<file path="src/rtl/pc_ras.sv">
// pc_ras -- fetch-stage program counter with stall, branch, and call/return
// through a circular return-address stack (RAS).
//
// Ports:
//   clk            CPU clock; all state changes on its rising edge.
//   resetn         Synchronous active-low reset.
//   stall          Hold PC and stack; all requests this cycle are dropped.
//   branch_valid   Load cnt from branch_address.
//   call_valid     Load cnt from branch_address and push cnt+INC.
//   ret_valid      Load cnt from the top of stack and pop.
//   branch_address Target of a branch or call.
//   cnt            Registered program count.
//   ras_top        Top-of-stack entry, 0 when the stack is empty.
//   ras_count      Number of valid stack entries.
//   ras_overflow   One-cycle pulse after a call pushed into a full stack.
//   ras_underflow  One-cycle pulse after a return on an empty stack.
//
// Priority per edge: reset > stall > call > branch > ret > increment.
module pc_ras #(
    parameter int ADDR_W     = 11,
    parameter int RAS_DEPTH  = 8,
    parameter int RESET_ADDR = 0,
    parameter int INC        = 1,
    localparam int CNT_W     = $clog2(RAS_DEPTH + 1),
    localparam int PTR_W     = $clog2(RAS_DEPTH)
) (
    input  logic              clk,
    input  logic              resetn,
    input  logic              stall,
    input  logic              branch_valid,
    input  logic              call_valid,
    input  logic              ret_valid,
    input  logic [ADDR_W-1:0] branch_address,
    output logic [ADDR_W-1:0] cnt,
    output logic [ADDR_W-1:0] ras_top,
    output logic [CNT_W-1:0]  ras_count,
    output logic              ras_overflow,
    output logic              ras_underflow
);

    localparam logic [ADDR_W-1:0] INC_A   = ADDR_W'(INC);
    localparam logic [ADDR_W-1:0] RST_A   = ADDR_W'(RESET_ADDR);
    localparam logic [CNT_W-1:0]  FULL    = CNT_W'(RAS_DEPTH);
    localparam logic [PTR_W-1:0]  LAST    = PTR_W'(RAS_DEPTH - 1);

    // Stack storage; sp_q is the next slot to write. When the stack is full
    // sp_q points at the oldest entry, so a push simply overwrites it.
    logic [ADDR_W-1:0] ras_mem [RAS_DEPTH];

    logic [ADDR_W-1:0] cnt_q, cnt_d;
    logic [PTR_W-1:0]  sp_q, sp_d;
    logic [CNT_W-1:0]  count_q, count_d;
    logic              ovf_q, ovf_d;
    logic              unf_q, unf_d;

    logic              mem_we;
    logic [ADDR_W-1:0] seq_addr;
    logic [PTR_W-1:0]  sp_inc;
    logic [PTR_W-1:0]  sp_dec;
    logic              empty;

    // Pointer arithmetic is explicit so non-power-of-two depths wrap correctly.
    assign sp_inc   = (sp_q == LAST) ? '0 : sp_q + PTR_W'(1);
    assign sp_dec   = (sp_q == '0) ? LAST : sp_q - PTR_W'(1);
    assign seq_addr = cnt_q + INC_A;
    assign empty    = (count_q == '0);

    always_comb begin
        cnt_d   = cnt_q;
        sp_d    = sp_q;
        count_d = count_q;
        ovf_d   = 1'b0;
        unf_d   = 1'b0;
        mem_we  = 1'b0;
        if (!stall) begin
            if (call_valid) begin
                cnt_d  = branch_address;
                mem_we = 1'b1;
                sp_d   = sp_inc;
                if (count_q == FULL) begin
                    ovf_d = 1'b1;
                end else begin
                    count_d = count_q + CNT_W'(1);
                end
            end else if (branch_valid) begin
                cnt_d = branch_address;
            end else if (ret_valid) begin
                if (!empty) begin
                    cnt_d   = ras_mem[sp_dec];
                    sp_d    = sp_dec;
                    count_d = count_q - CNT_W'(1);
                end else begin
                    cnt_d = seq_addr;
                    unf_d = 1'b1;
                end
            end else begin
                cnt_d = seq_addr;
            end
        end
    end

    always_ff @(posedge clk) begin
        if (!resetn) begin
            cnt_q   <= RST_A;
            sp_q    <= '0;
            count_q <= '0;
            ovf_q   <= 1'b0;
            unf_q   <= 1'b0;
        end else begin
            cnt_q   <= cnt_d;
            sp_q    <= sp_d;
            count_q <= count_d;
            ovf_q   <= ovf_d;
            unf_q   <= unf_d;
        end
    end

    // Storage has no reset; a push is suppressed while reset is asserted.
    always_ff @(posedge clk) begin
        if (resetn && mem_we) begin
            ras_mem[sp_q] <= seq_addr;
        end
    end

    assign cnt           = cnt_q;
    assign ras_count     = count_q;
    assign ras_top       = empty ? '0 : ras_mem[sp_dec];
    assign ras_overflow  = ovf_q;
    assign ras_underflow = unf_q;

endmodule

</file>
<file path="config.mk">
export PLATFORM = sky130hd
export DESIGN_NAME = pc_ras
export DESIGN_NICKNAME = d
export VERILOG_FILES = /design/src/rtl/pc_ras.sv
export SDC_FILE = /design/constraint.sdc
export NUM_CORES = 1
export LEC_CHECK = 0
export ABC_AREA = 1
export CAP_MARGIN = 20
export CORE_UTILIZATION = 60
export DETAILED_ROUTE_END_ITERATION = 10
export DONT_BUFFER_PORTS = 1
export HOLD_SLACK_MARGIN = 0.03
export PLACE_DENSITY = 0.75
export SYNTH_ARGS = -nofsm -noshare
export SYNTH_HDL_FRONTEND = slang
export SYNTH_SLANG_ARGS = --single-unit
</file>
<file path="constraint.sdc">
create_clock -name clk -period 6.4 [get_ports clk]
set_clock_uncertainty 0.1 [all_clocks]
set_input_delay 0.64 -clock clk [delete_from_list [all_inputs] [get_ports clk]]
set_output_delay 0.64 -clock clk [all_outputs]
set_load 0.02 [all_outputs]
</file>
==> results of run 1 <==
## per-layer routing
metal | track usage | share of wire | vias to the layer above | wire length (um)
li1 | - | - | 1793 | -
met1 | 0.3489 | 0.44 | 1748 | 4731
met2 | 0.4300 | 0.48 | 134 | 5204
met3 | 0.04207 | 0.067 | 16 | 720
met4 | 0.08846 | 0.016 | 0 | 168
met5 | 0 | 0 | - | 0
## power by group through the flow
stage	Combinational, mW	Sequential [mW]	Clock [mW]
floorplan	0.247	0.818	0
global placement	0.291	0.826	0
detailed placement	0.298	0.826	0
CTS	0.299	0.810	0.418
global route	0.333	0.813	0.443
finish	0.301	0.810	0.414
## logic make-up (layout without fill, tap and decap cells)
logic type	Yosys count	after routing	share of synthesized area
and+or+nand+nor	265	265	0.2239
xor gates and xnor gates	4	4	0.006898
AOI/OAI and AO/OA	85	85	0.08522
adders and majority gates	8	8	0.02118
DFF	108	108	0.5990
buffers and inverters	64	58	0.06379
## how the worst min path moves through the flow
stage	from	end
detailed placement	sp_q[2]$_SDFFE_PN0P_	sp_q[2]$_SDFFE_PN0P_
CTS	resetn	ras_count[3]$_SDFFE_PN0P_
floorplan	sp_q[1]$_SDFFE_PN0P_	sp_q[1]$_SDFFE_PN0P_
global route	resetn	ras_count[3]$_SDFFE_PN0P_
global placement	sp_q[1]$_SDFFE_PN0P_	sp_q[1]$_SDFFE_PN0P_
finish	resetn	ras_count[3]$_SDFFE_PN0P_
## metrics by stage
step	utilization	hold WS, ps	std cells
after floorplan	-	415.1	534
after global placement	0.6150	464.9	616
after detailed placement	0.6150	476.4	616
after CTS	0.6390	277.1	632
after global routing	0.6399	287.6	633
final	0.6399	288.7	633
## cells in the mapped netlist
cell / instances
nand4_1: 2
xnor2_1: 1
dfxtp_1: 20
or2_2: 1
o21ai_1: 2
o21ai_0: 43
nand4_2: 1
a21oi_2: 2
buf_4: 2
xor2_1: 3
ha_1: 7
nor2_8: 1
inv_1: 35
buf_2: 9
inv_6: 1
inv_2: 2
buf_6: 8
nand2_1: 119
fa_1: 1
nor4_1: 1
nand3_1: 67
clkinv_1: 1
nand2_4: 1
buf_1: 1
a21oi_1: 38
nor2_1: 67
nor2_2: 3
nor2_4: 1
clkbuf_1: 5
nor3_1: 1
edfxtp_1: 88
## flip-flops by register name (all words and copies together) (netlist names)
name,count
ras_mem,88
cnt,11
ras_count,4
sp_q,3
ras_overflow,1
ras_underflow,1
## layout make-up
cell class,instances,area (um^2)
clock buffer,9,123.9
clock inverter,7,72.57
fill,670,2959
inverter,39,151.4
multi-input combinational,362,1713
sequential,108,3043
tap,105,131.4
timing repair buffer,3,22.52
==> out/qor.json, run 1 <==
{
  "status": "completed",
  "mappedNetlistNets": 559,
  "worst_slack_ps": 2101,
  "drt_drc_violations_left": 0,
  "timing.hold.worst.class": "in -> reg",
  "crit_cells": 10,
  "cts_post_setup_buffers_inserted": 0,
  "switching_share": 0.3159,
  "number_of_distinct_standard_cells_referenced_by_the_synthesized_netlist": 31,
  "max_freq_mhz": 232.6,
  "critPathCapture": "ras_top[10]",
  "grt-ovfl-total": 0,
  "maxSlewViolCount": 0,
  "cts_made_buffers": 9,
  "post-synth-top-area-fraction": 0.5202,
  "synth_top_area_cell": "edfxtp_1",
  "cp_top_family": "buffers and inverters",
  "synth_top_cells_by_area": "edfxtp_1 52%, nand2_1 8.8%, dfxtp_1 7.9%",
  "wire_length_of_the_first_global_routing_pass_mm": 17.13,
  "power_density_nw_per_um2": 290.1,
  "totalNegativeSetupSlack_ps": 0,
  "fin_area_um2": 5258,
  "die_h_um": 94.02,
  "synthToLayoutAreaGrowth_pct": 3.497,
  "crit_required_ps": 5660,
  "period_needed_ps": 4299,
  "maxSlewHeadroom": 0.2865,
  "place_worst_setup_slack_ps": 2535,
  "cell_leakage_power_nw": 2.029,
  "layout.cells.most_common_list": "119 x nand2_1, 88 x edfxtp_1, 67 x nand3_1, 67 x nor2_1, 43 x o21ai_0",
  "design.core.area_um2": 8217,
  "post_route_clock_period_utilization": 0.6717,
  "timing.max_cap.violations": 0,
  "dp.final_hpwl_mm": 7.412,
  "critical_path_buf_inv_count": 3,
  "grt_pass1_vias": 3467,
  "critical_path.reg2reg.endpoint": "cnt[4]$_SDFFE_PN0N_",
  "post_dp_cell_area_um2": 5054,
  "clock_tree.root_cell": "clkbuf_8",
  "cts_hold_repair.buffers": 0,
  "post_cts_resize_count": 0,
  "vias": 3691,
  "detailedRoute.firstPassIterationCount": 5,
  "layout-drive-gt1-share": 0.05871,
  "syn-instance-count": 534,
  "cts.path.max_buffers": 2,
  "worstSkewPairLatency_ps": 360,
  "gp_congestion": 0.9153,
  "crit_path_max_cell_delay_ps": 840,
  "number_of_synthesized_register_bits": 108,
  "worstReg2RegStart": "sp_q[0]$_SDFFE_PN0P_",
  "synth_seq_area_share": 0.5990,
  "reg2reg_slack_ps": 3090,
  "initial_utilization": 0.6182,
  "p_clk_frac": 0.271,
  "std_cell_rows": 33,
  "n_antenna_cell": 0,
  "grtUsageTotal": 0.2599,
  "clk_transition_reported_paths_ps": 100,
  "post_drt_wl_per_cell_um": 17.10,
  "portion_of_total_power_attributed_to_combinational_logic": 0.198,
  "pin_count": 45,
  "timing.critical_path.to_type": "output pin",
  "antenna_violating_nets_post_route": 0,
  "min_path_cells": 2,
  "power_frac_seq": 0.531,
  "detail_route.wirelength_mm": 10.83,
  "cts_htree_levels": 3,
  "crit_start": "sp_q[0]$_SDFFE_PN0P_",
  "cts_tree": "yes",
  "ys_warn_count": 0,
  "layout_nets": 548,
  "drt-vias-per-instance": 5.831,
  "cp_max_fo": 25,
  "slowest_stage": "dfxtp_1",
  "grt_max_degree": 31,
  "finalHoldViolations": 0,
  "rsz0062_at_grt": "false",
  "criticalPathCategory": "reg -> out",
  "die_area_um2": 8839,
  "net-switching-power_mw": 0.4817,
  "netlist_area_um2": 5080,
  "power.internal_mw": 1.043,
  "post_synth.cell_area_avg_um2": 9.513,
  "timing.critical_path.cells": "inv_6 > ha_1 > ha_1 > buf_4 > inv_1 > a21oi_1 > nand2_1 > nand2_1 > nand2_1 > a21oi_1",
  "setup.worst_path.start_class": "flip-flop",
  "vdd_ir_drop_max_mv": 0.1836,
  "number_of_antenna_violations_at_the_first_check_in_global_routing": 0,
  "critical_path_arrival_ps": 3560,
  "r2r_cells": 12,
  "first_iter_violations": 321,
  "cts.sinks": 108,
  "floorplan.die.width_um": 94.02,
  "critical_path.most_common_cell": "nand2_1",
  "worst-slew-pin-transition_ps": 1066,
  "mostFrequentLayoutCell": "nand2_1",
  "numPortBuffers": 0,
  "final-setup-viol-count": 0,
  "post_route_total_power_mw": 1.525
}
No activity file was read; power rests on OpenSTA's default activity.
==> inputs of run 2 (changes only) <==
==> constraint.sdc (replaced) <==
create_clock -name clk -period 4.5 [get_ports clk]
set_clock_uncertainty 0.1 [all_clocks]
set_input_delay 0.45 -clock clk [delete_from_list [all_inputs] [get_ports clk]]
set_output_delay 0.45 -clock clk [all_outputs]
set_load 0.02 [all_outputs]
==> out/qor.json, run 2 (synthesized netlist as in run 1, its figures left out) <==
{
  "grt-ovfl-total": 0,
  "synthToLayoutAreaGrowth_pct": 4.434,
  "post_dp_cell_area_um2": 5087,
  "critical_path_buf_inv_count": 2,
  "r2r_cells": 11,
  "detail_route.wirelength_mm": 11.52,
  "n_antenna_cell": 0,
  "floorplan.die.width_um": 94.02,
  "post_drt_wl_per_cell_um": 18.05,
  "post_cts_resize_count": 0,
  "reg2reg_slack_ps": 1390,
  "mostFrequentLayoutCell": "nand2_1",
  "maxSlewViolCount": 0,
  "pin_count": 45,
  "worstReg2RegStart": "sp_q[0]$_SDFFE_PN0P_",
  "timing.hold.worst.class": "in -> reg",
  "std_cell_rows": 33,
  "slowest_stage": "dfxtp_1",
  "cts_post_setup_buffers_inserted": 0,
  "first_iter_violations": 323,
  "postLayoutCoreUtil": 0.6457,
  "die_h_um": 94.02,
  "finalHoldViolations": 0,
  "maxSlewHeadroom": 0.2840,
  "timing.critical_path.to_type": "output pin",
  "vdd_ir_drop_max_mv": 0.2795,
  "worst-slew-pin-transition_ps": 1070,
  "grtUsageTotal": 0.2765,
  "worstSkewPairLatency_ps": 380,
  "cts.sinks": 108,
  "vias": 3811,
  "max_freq_mhz": 262.7,
  "initial_utilization": 0.6182,
  "cts.path.max_buffers": 2,
  "fin_area_um2": 5305,
  "period_needed_ps": 3807,
  "filler_cell_count": 647,
  "post_route_total_power_mw": 2.180,
  "power_density_nw_per_um2": 410.9,
  "timing.max_cap.violations": 0,
  "drt-vias-per-instance": 5.973,
  "dp.final_hpwl_mm": 7.687,
  "crit_required_ps": 3950,
  "timing.hold.worst_endpoint": "ras_count[3]$_SDFFE_PN0P_",
  "criticalPathCategory": "reg -> out",
  "layout.cells.most_common_list": "119 x nand2_1, 88 x edfxtp_1, 67 x nand3_1, 67 x nor2_1, 43 x o21ai_0",
  "number_of_antenna_violations_at_the_first_check_in_global_routing": 0,
  "wire_length_of_the_first_global_routing_pass_mm": 17.73,
  "final-setup-viol-count": 0,
  "antenna_violating_nets_post_route": 0,
  "post_route_clock_period_utilization": 0.8459,
  "critical_path.reg2reg.endpoint": "cnt[1]$_SDFFE_PN0N_",
  "clk_transition_reported_paths_ps": 100,
  "detailedRoute.firstPassIterationCount": 5,
  "crit_path_max_cell_delay_ps": 830,
  "layout_nets": 553,
  "largest_register_ffs": 88,
  "design.core.area_um2": 8217,
  "die_area_um2": 8839,
  "cp_max_fo": 25,
  "setup.worst_path.start_class": "flip-flop",
  "grt_max_degree": 31,
  "clock_tree.root_cell": "clkbuf_8",
  "registers.top_by_ff_count": "ras_mem",
  "cts_made_buffers": 9,
  "cts_hold_repair.buffers": 0,
  "rsz0062_at_grt": "false",
  "critical_path_arrival_ps": 3260,
  "drt_drc_violations_left": 0,
  "gp_congestion": 0.9146,
  "cell_leakage_power_nw": 2.064,
  "cts_tree": "yes",
  "hold_start": "resetn",
  "grt_pass1_vias": 3424,
  "layout-drive-gt1-share": 0.06942,
  "cp_top_family": "flip-flops",
  "status": "completed",
  "min_path_cells": 2,
  "totalNegativeSetupSlack_ps": 0,
  "timing.critical_path.cells": "inv_6 > ha_1 > ha_1 > inv_1 > nor2_1 > o21ai_0 > nand2_1 > nand2_1 > a21oi_1",
  "numPortBuffers": 0,
  "cts_htree_levels": 3
}
-- run 2: changes by cell type in the layout (fill, tap and decap cells not counted) --
cell        change
clkinvlp_4      -1
buf_4           +3
clkinv_4        +2
clkinv_2        +1
inv_6           -1
clkinv_1        -1
buf_6           +2
-- run 2: per-layer routing --
metal | vias to the layer above | share of wire | global-route usage
li1 | 1800 | - | -
met1 | 1794 | 0.42 | 0.3723
met2 | 191 | 0.46 | 0.4294
met3 | 26 | 0.090 | 0.05340
met4 | 0 | 0.026 | 0.1372
met5 | - | 0 | 0
-- run 2: layout make-up --
class	instances	area, um^2	share of cell area
Sequential cell	108	3043	0.5736
Tap cell	105	131.4	0.02476
Multi-Input combinational cell	362	1713	0.3229
Timing Repair Buffer	8	67.56	0.01274
Clock inverter	7	75.07	0.01415
Clock buffer	9	123.9	0.02335
Inverter	39	151.4	0.02854
-- run 2: worst reg2reg max path, cell delays in order, from the launching register on --
cell and delay, ps:
dfxtp_1 830, inv_6 210, ha_1 270, ha_1 290, inv_1 580, nor2_1 130
o21ai_0 120, nand3_1 110, nand2_1 120, nand2_1 80, nand2_1 110, a21oi_1 60
-- run 2: worst max-delay path by stage --
stage | start | endpoint | slack (ps) | cells past startpoint
after floorplan | sp_q[0]$_SDFFE_PN0P_ | ras_top[0] | 1870 | 13
after global placement | sp_q[0]$_SDFFE_PN0P_ | ras_top[3] | 1210 | 8
after detailed placement | sp_q[0]$_SDFFE_PN0P_ | ras_top[3] | 1150 | 9
after CTS | sp_q[0]$_SDFFE_PN0P_ | ras_top[3] | 740 | 8
after global routing | sp_q[0]$_SDFFE_PN0P_ | ras_top[0] | 520 | 8
final | sp_q[0]$_SDFFE_PN0P_ | ras_top[3] | 690 | 9
-- run 2: where the power goes --
part	internal, mW	switching (mW)
logic	0.113	0.319
registers	1.11	0.0416
clock network	0.261	0.334
-- run 2: stage by stage --
stage | instances | hold slack, ps | setup slack (ps)
finish | 638 | 85.90 | 693.2
global route | 638 | 82.63 | 519.7
CTS | 636 | 78.69 | 739.7
detailed placement | 620 | 472.9 | 1148
global placement | 618 | 456.7 | 1206
floorplan | 534 | 415.1 | 1865
